`config.mk`:
```
export PLATFORM = sky130hd
export DESIGN_NAME = pmod_loopback_seq
export DESIGN_NICKNAME = d
export VERILOG_FILES = /design/src/rtl/pmod_loopback_pkg.sv /design/src/rtl/sync_2ff.sv /design/src/rtl/pmod_loopback_seq.sv
export SDC_FILE = /design/constraint.sdc
export NUM_CORES = 1
export LEC_CHECK = 0
export ABC_AREA = 1
export CAP_MARGIN = 20
export CORE_MARGIN = 2
export CORE_UTILIZATION = 45
export CTS_BUF_LIST = sky130_fd_sc_hd__clkbuf_2 sky130_fd_sc_hd__clkbuf_4 sky130_fd_sc_hd__clkbuf_8
export CTS_CLUSTER_SIZE = 25
export DETAILED_ROUTE_END_ITERATION = 10
export PLACE_DENSITY = 0.69
export SLEW_MARGIN = 10
export SYNTH_ARGS = -nofsm -noshare
export SYNTH_HDL_FRONTEND = slang
export SYNTH_SLANG_ARGS = --single-unit
export TNS_END_PERCENT = 1
```
`constraint.sdc`:
```
create_clock -name clk -period 8.65 [get_ports clk]
set_clock_uncertainty 0.05 [all_clocks]
set_input_delay 2.595 -clock clk [delete_from_list [all_inputs] [get_ports clk]]
set_output_delay 2.595 -clock clk [all_outputs]
set_load 0.05 [all_outputs]
```
`src/rtl/pmod_loopback_pkg.sv`:
```
// ============================================================================
// Module      : pmod_loopback_pkg
// Description : Shared types, constants and pattern ROM for the Pmod loopback
//               self-test sequencer.
// Revision    : 1.0 - initial release
// ============================================================================
`default_nettype none

package pmod_loopback_pkg;

    localparam int NUM_VECTORS = 20;
    localparam int ERR_SAT     = 255;

    typedef enum logic [2:0] {
        ST_IDLE   = 3'd0,
        ST_DRIVE  = 3'd1,
        ST_SETTLE = 3'd2,
        ST_CHECK  = 3'd3,
        ST_DONE   = 3'd4
    } state_t;

    // Walking one, walking zero, then the four solid/checkerboard patterns.
    function automatic logic [7:0] pattern_rom(input logic [4:0] idx);
        logic [7:0] pat;
        pat = 8'h00;
        if (idx < 5'd8) begin
            pat = 8'h01 << idx[2:0];
        end else if (idx < 5'd16) begin
            pat = ~(8'h01 << idx[2:0]);
        end else begin
            case (idx)
                5'd17:   pat = 8'hFF;
                5'd18:   pat = 8'h55;
                5'd19:   pat = 8'hAA;
                default: pat = 8'h00;
            endcase
        end
        return pat;
    endfunction

endpackage

`default_nettype wire

```
`src/rtl/sync_2ff.sv`:
```
// ============================================================================
// Module      : sync_2ff
// Description : Two-flop synchronizer for a bus of quasi-static inputs.
// Revision    : 1.0 - initial release
// ============================================================================
`default_nettype none

module sync_2ff #(
    parameter int WIDTH = 8
) (
    input  logic             clk,
    input  logic             reset,
    input  logic [WIDTH-1:0] d,
    output logic [WIDTH-1:0] q
);

    logic [WIDTH-1:0] r_meta;
    logic [WIDTH-1:0] r_sync;

    always_ff @(posedge clk) begin
        if (reset) begin
            r_meta <= '0;
            r_sync <= '0;
        end else begin
            r_meta <= d;
            r_sync <= r_meta;
        end
    end

    assign q = r_sync;

endmodule

`default_nettype wire

```
`src/rtl/pmod_loopback_seq.sv`:
```
// ============================================================================
// Module      : pmod_loopback_seq
// Description : Drives a fixed pattern set onto JA, samples JB/JC after a
//               settle time and accumulates mismatch masks and bit-error count.
// Revision    : 1.0 - initial release
// ============================================================================
`default_nettype none

module pmod_loopback_seq
    import pmod_loopback_pkg::*;
#(
    parameter int SETTLE_CYCLES = 100,
    parameter bit JC_INVERT     = 1'b0
) (
    input  logic       clk,
    input  logic       reset,
    input  logic       start,
    input  logic [7:0] jb_in,
    input  logic [7:0] jc_in,
    output logic [7:0] pattern_out,
    output logic       busy,
    output logic       done,
    output logic       pass,
    output logic [8:0] err_count,
    output logic [7:0] fail_mask_b,
    output logic [7:0] fail_mask_c,
    output logic [4:0] vec_idx
);

    localparam int              c_cnt_w       = $clog2(SETTLE_CYCLES);
    localparam logic [c_cnt_w-1:0] c_settle_load = c_cnt_w'(SETTLE_CYCLES - 1);
    localparam logic [4:0]      c_last_idx    = 5'(NUM_VECTORS - 1);

    generate
        if (SETTLE_CYCLES < 3) begin : g_settle_min
            $error("SETTLE_CYCLES must be at least 3 to cover synchronizer latency");
        end
    endgenerate

    state_t             r_state, w_state_n;
    logic [c_cnt_w-1:0] r_cnt, w_cnt_n;
    logic [4:0]         r_idx, w_idx_n;
    logic [7:0]         r_pat, w_pat_n;
    logic [7:0]         r_mask_b, w_mask_b_n;
    logic [7:0]         r_mask_c, w_mask_c_n;
    logic [7:0]         r_err, w_err_n;

    logic [7:0] w_jb_sync;
    logic [7:0] w_jc_sync;
    logic [7:0] w_mism_b;
    logic [7:0] w_mism_c;
    logic [4:0] w_pop;
    logic [8:0] w_sum;

    sync_2ff #(.WIDTH(8)) u_sync_jb (
        .clk   (clk),
        .reset (reset),
        .d     (jb_in),
        .q     (w_jb_sync)
    );

    sync_2ff #(.WIDTH(8)) u_sync_jc (
        .clk   (clk),
        .reset (reset),
        .d     (jc_in),
        .q     (w_jc_sync)
    );

    always_ff @(posedge clk) begin
        if (reset) begin
            r_state  <= ST_IDLE;
            r_cnt    <= '0;
            r_idx    <= '0;
            r_pat    <= '0;
            r_mask_b <= '0;
            r_mask_c <= '0;
            r_err    <= '0;
        end else begin
            r_state  <= w_state_n;
            r_cnt    <= w_cnt_n;
            r_idx    <= w_idx_n;
            r_pat    <= w_pat_n;
            r_mask_b <= w_mask_b_n;
            r_mask_c <= w_mask_c_n;
            r_err    <= w_err_n;
        end
    end

    always_comb begin
        w_state_n  = r_state;
        w_cnt_n    = r_cnt;
        w_idx_n    = r_idx;
        w_pat_n    = r_pat;
        w_mask_b_n = r_mask_b;
        w_mask_c_n = r_mask_c;
        w_err_n    = r_err;

        // r_pat still holds the vector under test throughout CHECK.
        w_mism_b = r_pat ^ w_jb_sync;
        w_mism_c = r_pat ^ w_jc_sync ^ {8{JC_INVERT}};
        w_pop    = '0;
        for (int i = 0; i < 8; i++) begin
            w_pop = w_pop + 5'(w_mism_b[i]) + 5'(w_mism_c[i]);
        end
        w_sum = {1'b0, r_err} + {4'b0, w_pop};

        case (r_state)
            ST_IDLE, ST_DONE: begin
                if (start) begin
                    w_state_n  = ST_DRIVE;
                    w_idx_n    = '0;
                    w_mask_b_n = '0;
                    w_mask_c_n = '0;
                    w_err_n    = '0;
                end
            end
            ST_DRIVE: begin
                w_pat_n   = pattern_rom(r_idx);
                w_cnt_n   = c_settle_load;
                w_state_n = ST_SETTLE;
            end
            ST_SETTLE: begin
                if (r_cnt == '0) begin
                    w_state_n = ST_CHECK;
                end else begin
                    w_cnt_n = r_cnt - 1'b1;
                end
            end
            ST_CHECK: begin
                w_mask_b_n = r_mask_b | w_mism_b;
                w_mask_c_n = r_mask_c | w_mism_c;
                w_err_n    = (w_sum > 9'(ERR_SAT)) ? 8'(ERR_SAT) : w_sum[7:0];
                if (r_idx == c_last_idx) begin
                    w_state_n = ST_DONE;
                    w_pat_n   = 8'h00;
                end else begin
                    w_idx_n   = r_idx + 5'd1;
                    w_state_n = ST_DRIVE;
                end
            end
            default: begin
                w_state_n = ST_IDLE;
                w_pat_n   = 8'h00;
            end
        endcase
    end

    assign pattern_out = r_pat;
    assign busy        = (r_state == ST_DRIVE) || (r_state == ST_SETTLE) || (r_state == ST_CHECK);
    assign done        = (r_state == ST_DONE);
    assign pass        = (r_state == ST_DONE) && (r_err == 8'd0);
    assign err_count   = {1'b0, r_err};
    assign fail_mask_b = r_mask_b;
    assign fail_mask_c = r_mask_c;
    assign vec_idx     = r_idx;

endmodule

`default_nettype wire
```
# --- Word level (Yosys, flattened, before mapping) ---
# Index checks and enable logic that the tools add are counted.
totals:
  register_bits: 79
  wordCells: 85
op_classes:
  n_eq_ne: 12
  magnitude_cmp: 3
  shifts: 1
  mux: 19
  n_reduce_logical: 15
  bitwise: 6
  addsub: 18
op_table:
  columns: ["cell", "n"]
  rows:
  - ["$add 5x1->5", 11]
  - ["$pmux 8 s2", 3]
  - ["$pmux 8 s3", 2]
  - ["$mux 8", 5]
  - ["$or 8x8->8", 2]
  - ["$xor 8x8->8", 2]
  - ["$eq 5x5->1 const B", 3]
  - ["$pmux 7 s2", 1]
  - ["$pmux 3 s4", 1]
  - ["$mux 5", 2]
  - ["$ne 2x2->1 const B", 5]
  - ["$pmux 5 s2", 1]
  - ["$add 8x5->9", 1]
  - ["$gt 9x8->1 const B", 1]
  - ["$mux 3", 3]
  - ["$logic_not 8->1", 1]
  - ["$not 8->8", 1]
  - ["$reduce_and 2->1", 4]
  - ["$shl 1x3->8 const A", 1]
  - ["$logic_not 7->1", 1]
  - ["$mux 7", 1]
  - ["$sub 7x1->7 const B", 1]
  - ["$eq 3x2->1 const B", 2]
  - ["$add 4x1->5", 1]
  - ["16 further kinds", 18]

# --- Logic depth before layout (Yosys ltp) ---
# Gate-level depths: netlist of run 1.
logic_depth:
  word_depth: 20
  depth_mapped: 18

# --- Modules after synthesis ---
# Synthesis of run 1 repeated with hierarchy kept, for this count alone.
hier_totals:
  cells_unflattened: 529
  hier_area_um2: 4008.8
by_module_without_submodules:
  columns: ["module", "n_inst", "area_each_um2", "cells_each", "seq_area_each_um2"]
  rows:
  - ["pmod_loopback_seq", 1, 3060.4, 429, 940.9]
  - ["sync_2ff", 2, 474.2, 50, 320.3]

# --- Worst setup path before layout of run 1 ---
# No wires, ideal clock.
synth_path:
  path_type: "reg-to-output"
  start: "reg r_state[0]"
  end: "out pass"
  path_slack_ns: 4.206
  arrival_ns: 1.799
  t_required_ns: 6.005
  stages_incl_launch_ff: 5
  path_cell_list: "dfxtp_1 > nor2_2 > inv_2 > nor2_1 > and3_1"
synth_between:
  elab_chain_len: 2
synth_lines:
  columns: ["item", "line", "source"]
  rows:
  - ["from (decl)", "pmod_loopback_seq.sv:40", "state_t r_state, w_state_n;"]
  - ["from (signal assigned)", "pmod_loopback_seq.sv:79", "r_state <= w_state_n;"]
  - ["$eq 3x3->1", null, null]
  - ["via done", "pmod_loopback_seq.sv:22", "output logic done,"]
  - ["$logic_and 1x1->1", "pmod_loopback_seq.sv:151", "assign pass = (r_state == ST_DONE) && (r_err == 8'd0);"]
  - ["to (decl)", "pmod_loopback_seq.sv:23", "output logic pass,"]
# The timed path passes the listed nets, and every way through them passes these cells.

# --- Worst setup path after layout of run 1 ---
layout_path:
  start: "reg r_state[0]"
  end: "out pass"
layout_between:
  elab_chain_len: 2
layout_lines:
  columns: ["item", "line"]
  rows:
  - ["$eq 3x3->1", "pmod_loopback_seq.sv:151"]
  - ["$logic_and 1x1->1", "pmod_loopback_seq.sv:151"]
# Every way passes these cells.

==> results.json, run 1 <==
{
  "postSynth.asyncResetShare_pct": 0,
  "yosysTopAreaCell": "dfxtp_1",
  "synth_area_leaders": "dfxtp_1 41%, nor2_1 7.9%, inv_1 7.8%",
  "seq_area_frac_synth_pct": 41.46,
  "post_layout_nonfiller_instances": 660,
  "rsz0062_at_grt": "no",
  "synth_compound_area_share_pct": 9.708,
  "cp_slowest_cell": "clkdlybuf4s50_1",
  "m1WireLength_um": 3852,
  "criticalPathCategory": "flop to primary output",
  "core_mm2": 0.008217,
  "rows": 33,
  "crit_path_end_kind": "primary output",
  "vias_per_cell": 4.732,
  "io_pins": 60,
  "postCtsSetupRepairBufs": 0,
  "synth_top_cell_area_share_pct": 41.46,
  "regArea_mm2": 0.001582,
  "critPathMaxFanout": 4,
  "place_congestion": 0.8692,
  "wl_per_cell_um": 12.40,
  "cts-resized-gates": 0,
  "synth-simple-area-share_pct": 21.78,
  "die_h_um": 96.08,
  "power.density_mw_per_mm2": 237.9,
  "setup-tns-final_ns": 0,
  "peakVddDrop_mv": 0.1411,
  "met2WireLength_um": 3850,
  "portBuffers": 58,
  "routed-via-count": 3123,
  "max_cap_violations": 0,
  "routed_wl_um": 8182,
  "report.final.slew_viol_count": 0,
  "period_share_pct": 54.38,
  "fin_util_pct": 57.42,
  "setup_violations": 0,
  "synthTopCellsByCount": "80 x nor2_1, 79 x dfxtp_1, 79 x inv_1",
  "cts-hold-fix-buffers": 0,
  "dr_wl_met3_um": 412,
  "synth_edf_count": 0,
  "slew_headroom_pct": 33.25,
  "grt_pass1_vias": 2934,
  "finalWorstSetupSlack_ns": 3.946,
  "synth.distinct_cells": 36,
  "grt_pass1_wl_um": 13570,
  "antenna_found_initial": 0,
  "slowest_delay_ns": 0.80,
  "multiInputGateArea_mm2": 0.001847,
  "hold_viol": 0,
  "power_mw": 1.122,
  "gr-usage-all-layers_pct": 19.02,
  "crit_family": "buffers and inverters",
  "fmax_ghz": 0.2126,
  "synth_mux_area_share_pct": 0,
  "synthesis.nets": 540,
  "synthCells": 493,
  "synth_xor_area_share_pct": 5.280,
  "nFillCells": 768,
  "start_util_pct": 46.43,
  "post-route-min-period_ns": 4.704,
  "crit_arrival_ns": 2.06,
  "path_clk_slew_ns": 0.09,
  "placedCellCount": 644,
  "synth_seq_cells": 79,
  "numCtsBuffers": 9,
  "synth_area_mm2": 0.003815,
  "synthAdderAreaFrac_pct": 11.54,
  "yosysMostFrequentCell": "nor2_1",
  "fp.dieW_um": 96.08,
  "hold_ws_ns": 0.3540,
  "path_cells": "nor2_2 -> inv_2 -> nor2_1 -> and3_1 -> clkdlybuf4s50_1",
  "start_kind": "flop",
  "drc_errors": 0,
  "h-tree-depth": 3,
  "outcome": "complete, no violations",
  "hold_class": "flop to flop",
  "dp_hpwl_um": 6016,
  "cts_buffer_depth": 2,
  "first_iter_violations": 157,
  "synth_ff_type": "dfxtp_1",
  "placed_cell_area_mm2": 0.004468,
  "die-area_mm2": 0.009230,
  "drive_gt1_share_pct": 7.207,
  "nets": 597,
  "cts_sinks": 79,
  "cts-root-buf": "clkbuf_8",
  "cts_tree": "yes",
  "antenna_cells": 0,
  "yosys_warnings": 0,
  "tightest_slew_ns": 1.001,
  "grt_max_degree": 56,
  "required_ns": 6.01,
  "power_leakage_nw": 2.150,
  "dp_slack_ns": 4.222,
  "syn2layout_area_growth_pct": 23.68,
  "avgSynthCellArea_um2": 7.738,
  "synth_top_family_by_area": "simple AND/OR/NAND/NOR gates",
  "cp_num_buf_inv": 2,
  "antenna_left": 0,
  "dr.pass1.iters": 4,
  "clk_latency_ns": 0.35,
  "highest_layer": "met4",
  "design_area_mm2": 0.004718,
  "overflow": 0
}
==> final cells by class <==
cell class,instances,area share [%]
Clock inverter,7,2.678
Tap cell,105,2.784
Multi-Input combinational cell,314,39.14
Sequential cell,79,33.52
Timing Repair Buffer,58,12.20
Clock buffer,9,2.625
Inverter,88,7.054
==> kinds of logic after synthesis <==
| logic type | count (synthesis) |
|---|---|
| buffers and inverters | 100 |
| and+or+nand+nor | 195 |
| adders and majority gates | 28 |
| AOI/OAI and AO/OA | 67 |
| xor gates and xnor gates | 23 |
| other | 1 |
| DFF | 79 |
==> metal layers <==
layer	GRT usage, %	vias up
li1	-	1621
met1	24.47	1418
met2	31.25	75
met3	5.560	9
met4	4.881	0
met5	0	-
==> power by group <==
group	internal (mW)	total [mW]	switching, mW
sequential	0.392	0.418	0.0264
combinational	0.130	0.362	0.233
clock	0.196	0.342	0.146
total	0.717	1.12	0.405
==> worst min-delay path, cell delays in order, from the launching register on <==
cell,delay [ns]
dfxtp_1,0.30
inv_1,0.04
nor2_1,0.03
==> placed cells by master, fill, tap and decap left out, types with 2 or more instances in the layout <==
cell type,count
nand3_1,18
inv_6,2
clkdlybuf4s50_1,57
inv_2,6
clkinv_2,2
clkbuf_8,9
dfxtp_1,79
bufinv_16,3
nand3_2,2
o21ai_1,4
nand2_1,77
nor4_1,2
nor3_1,2
nor2_2,2
xor2_1,16
ha_1,16
o21ai_2,2
nand2_4,2
nand4_1,4
nor2_1,80
inv_1,79
o21ai_0,17
nand2_2,3
fa_1,12
xnor2_1,7
a21oi_1,39
==> registers in the layout, summed over array words and instances (netlist names) <==
name	count
fail_mask_c	8
pattern_out	8
u_sync_jc.r_meta	8
r_err	8
r_cnt	7
u_sync_jb.r_meta	8
u_sync_jb.q	8
r_state	3
vec_idx	5
fail_mask_b	8
u_sync_jc.q	8
==> path summary, 6_finish.rpt <==
path                                           from             end  slack, ns  depth (start not counted)
worst min-delay path            u_sync_jc.r_meta[6]  u_sync_jc.q[6]       0.35                          2
worst max register to register       pattern_out[6]        r_err[4]       4.21                         17
worst max-delay path                     r_state[0]            pass       3.95                          5
worst min register to register  u_sync_jc.r_meta[6]  u_sync_jc.q[6]       0.35                          2
No activity file was read; power rests on OpenSTA's default activity.
==> inputs of run 2 (changes only) <==
Clock period 8.65 ns to 4.4 ns, I/O delays scaled along.
==> run 2 against run 1 <==
Register-to-register slack got worse by 4.0 ns. Largest power group unchanged. Flip-flop and latch count did not move. Critical path type is now flop to flop. Critical path depth rose by 11. Highest routed layer unchanged. Worst setup slack got worse by 3.7 ns. Largest cell class unchanged. Utilization rose by 0.38 points.
==> results.json, run 2 (synthesis gave the netlist of run 1 again) <==
{
  "final_cell_mix": "80 x nor2_1, 79 x inv_1, 77 x nand2_1",
  "wl_per_cell_um": 12.48,
  "dr.pass1.iters": 5,
  "crit_arrival_ns": 4.32,
  "io_pins": 60,
  "final_common_cell": "nor2_1",
  "routed-via-count": 3135,
  "hold_viol": 0,
  "start_util_pct": 46.43,
  "hold_ws_ns": 0.3535,
  "place_congestion": 0.9223,
  "grt_util_met2_pct": 32.70,
  "setup_violations": 0,
  "power_mw": 2.133,
  "fp.dieW_um": 96.08,
  "cts-resized-gates": 0,
  "first_iter_violations": 141,
  "grt.busiest_layer": "met2",
  "period_share_pct": 94.09,
  "drc_errors": 0,
  "crit_family": "adder cells",
  "slowest_delay_ns": 0.53,
  "postCtsSetupRepairBufs": 0,
  "crit_path_end": "r_err[3]",
  "criticalPathCategory": "flop to flop",
  "peakVddDrop_mv": 0.1933,
  "worstReg2RegEnd": "r_err[3]",
  "drive_gt1_share_pct": 9.173,
  "grt_use_met3_pct": 4.542,
  "rr_worst_depth": 16,
  "worstSetupStartpoint": "pattern_out[4]",
  "dp_hpwl_um": 6052,
  "grt_pass1_wl_um": 13810,
  "grt_max_degree": 43,
  "cts_sinks": 79,
  "required_ns": 4.58,
  "slew_headroom_pct": 63.79,
  "crit_top_cell": "nand2_1",
  "rsz0062_at_grt": "no",
  "portBuffers": 58,
  "report.final.slew_viol_count": 0,
  "placedCellCount": 645,
  "cts-hold-fix-buffers": 0,
  "hold_class": "flop to flop",
  "r2r-start": "pattern_out[4]",
  "overflow": 0,
  "core_mm2": 0.008217,
  "vias_per_cell": 4.743,
  "antenna_found_initial": 0,
  "use_met1_pct": 24.59,
  "cts_tree": "yes",
  "setup-tns-final_ns": 0,
  "path_cells": "xnor2_2 -> fa_1 -> fa_1 -> inv_1 -> fa_1 -> fa_1 -> fa_2 -> fa_2 -> nand2_1 -> nand2_1 -> nand4_1 -> nand2_1 -> inv_1 -> nand2_1 -> nand2_1 -> a21oi_1",
  "cts_buffer_depth": 2,
  "power_leakage_nw": 2.143,
  "gr-usage-all-layers_pct": 19.42,
  "crit_path_end_kind": "flop",
  "fmax_ghz": 0.2415,
  "tightest_slew_ns": 0.5414,
  "rows": 33,
  "r2r_setup_slack_ns": 0.26,
  "critPathMaxFanout": 4,
  "die_h_um": 96.08,
  "grt_pass1_vias": 3055,
  "cts-root-buf": "clkbuf_8",
  "crit_cells": 16,
  "numCtsBuffers": 9,
  "h-tree-depth": 3,
  "cp_num_buf_inv": 2,
  "syn2layout_area_growth_pct": 24.50,
  "post-route-min-period_ns": 4.140,
  "start_kind": "flop",
  "nets": 598,
  "power.density_mw_per_mm2": 449.1,
  "clk_latency_ns": 0.35,
  "die-area_mm2": 0.009230,
  "routed_wl_um": 8252,
  "antenna_cells": 0,
  "path_clk_slew_ns": 0.08,
  "cp_slowest_cell": "fa_1",
  "max_cap_violations": 0,
  "outcome": "complete, no violations",
  "fin_util_pct": 57.80,
  "antenna_left": 0,
  "post_layout_nonfiller_instances": 661
}
## run 2: changes by cell type in the layout (fill, tap and decap cells not counted), moves of 2 or more
cell and delta:
dfxtp_2 +2, xor2_1 -2, dfxtp_1 -3, fa_2 +2, xnor2_1 -3, xnor2_2 +3, xor2_2 +2, fa_1 -2
## run 2: per-layer routing
metal | wire length (um) | share of wire (%)
met1 | 3806 | 46
met2 | 3950 | 48
met3 | 418 | 5.1
met4 | 77 | 0.93
met5 | 0 | 0
## run 2: worst min-delay path by stage
stage,slack [ns],cells past startpoint,end,startpoint
after floorplan,0.34,2,u_sync_jb.q[0],u_sync_jb.r_meta[0]
after global placement,0.34,2,u_sync_jb.q[6],u_sync_jb.r_meta[6]
after detailed placement,0.34,2,u_sync_jc.q[0],u_sync_jc.r_meta[0]
after CTS,0.36,2,u_sync_jc.q[0],u_sync_jc.r_meta[0]
after global routing,0.37,2,u_sync_jc.q[0],u_sync_jc.r_meta[0]
final,0.35,2,u_sync_jc.q[0],u_sync_jc.r_meta[0]
## run 2: where the power goes
part           internal (mW)  switching [mW]  leakage [nW]
combinational          0.251           0.449          1.39
sequential             0.771          0.0543         0.647
clock                  0.325           0.283         0.107
total                   1.35           0.786          2.14
## run 2: metrics by stage
step / setup slack [ns] / cell area, um2
final: 0.2598 / 4750
after global routing: 0.03004 / 4750
after CTS: 0.06936 / 4705
after detailed placement: 0.07735 / 4479
after global placement: 0.1475 / 4479
after floorplan: 0.04830 / 3819
## run 2: cell type report
type,count,area [um2]
tap,105,131.4
clock buffer,9,123.9
fill,737,3467
inverter,88,332.8
timing repair buffer,59,583.1
multi-input combinational,314,1889
clock inverter,7,101.3
sequential,79,1588
## run 2: tightest hold or removal path, delay by kind of cell, from the launching register on
family	cells	cell delay [ns]
DFF	1	0.30
and+or+nand+nor	1	0.03
buffers and inverters	1	0.04
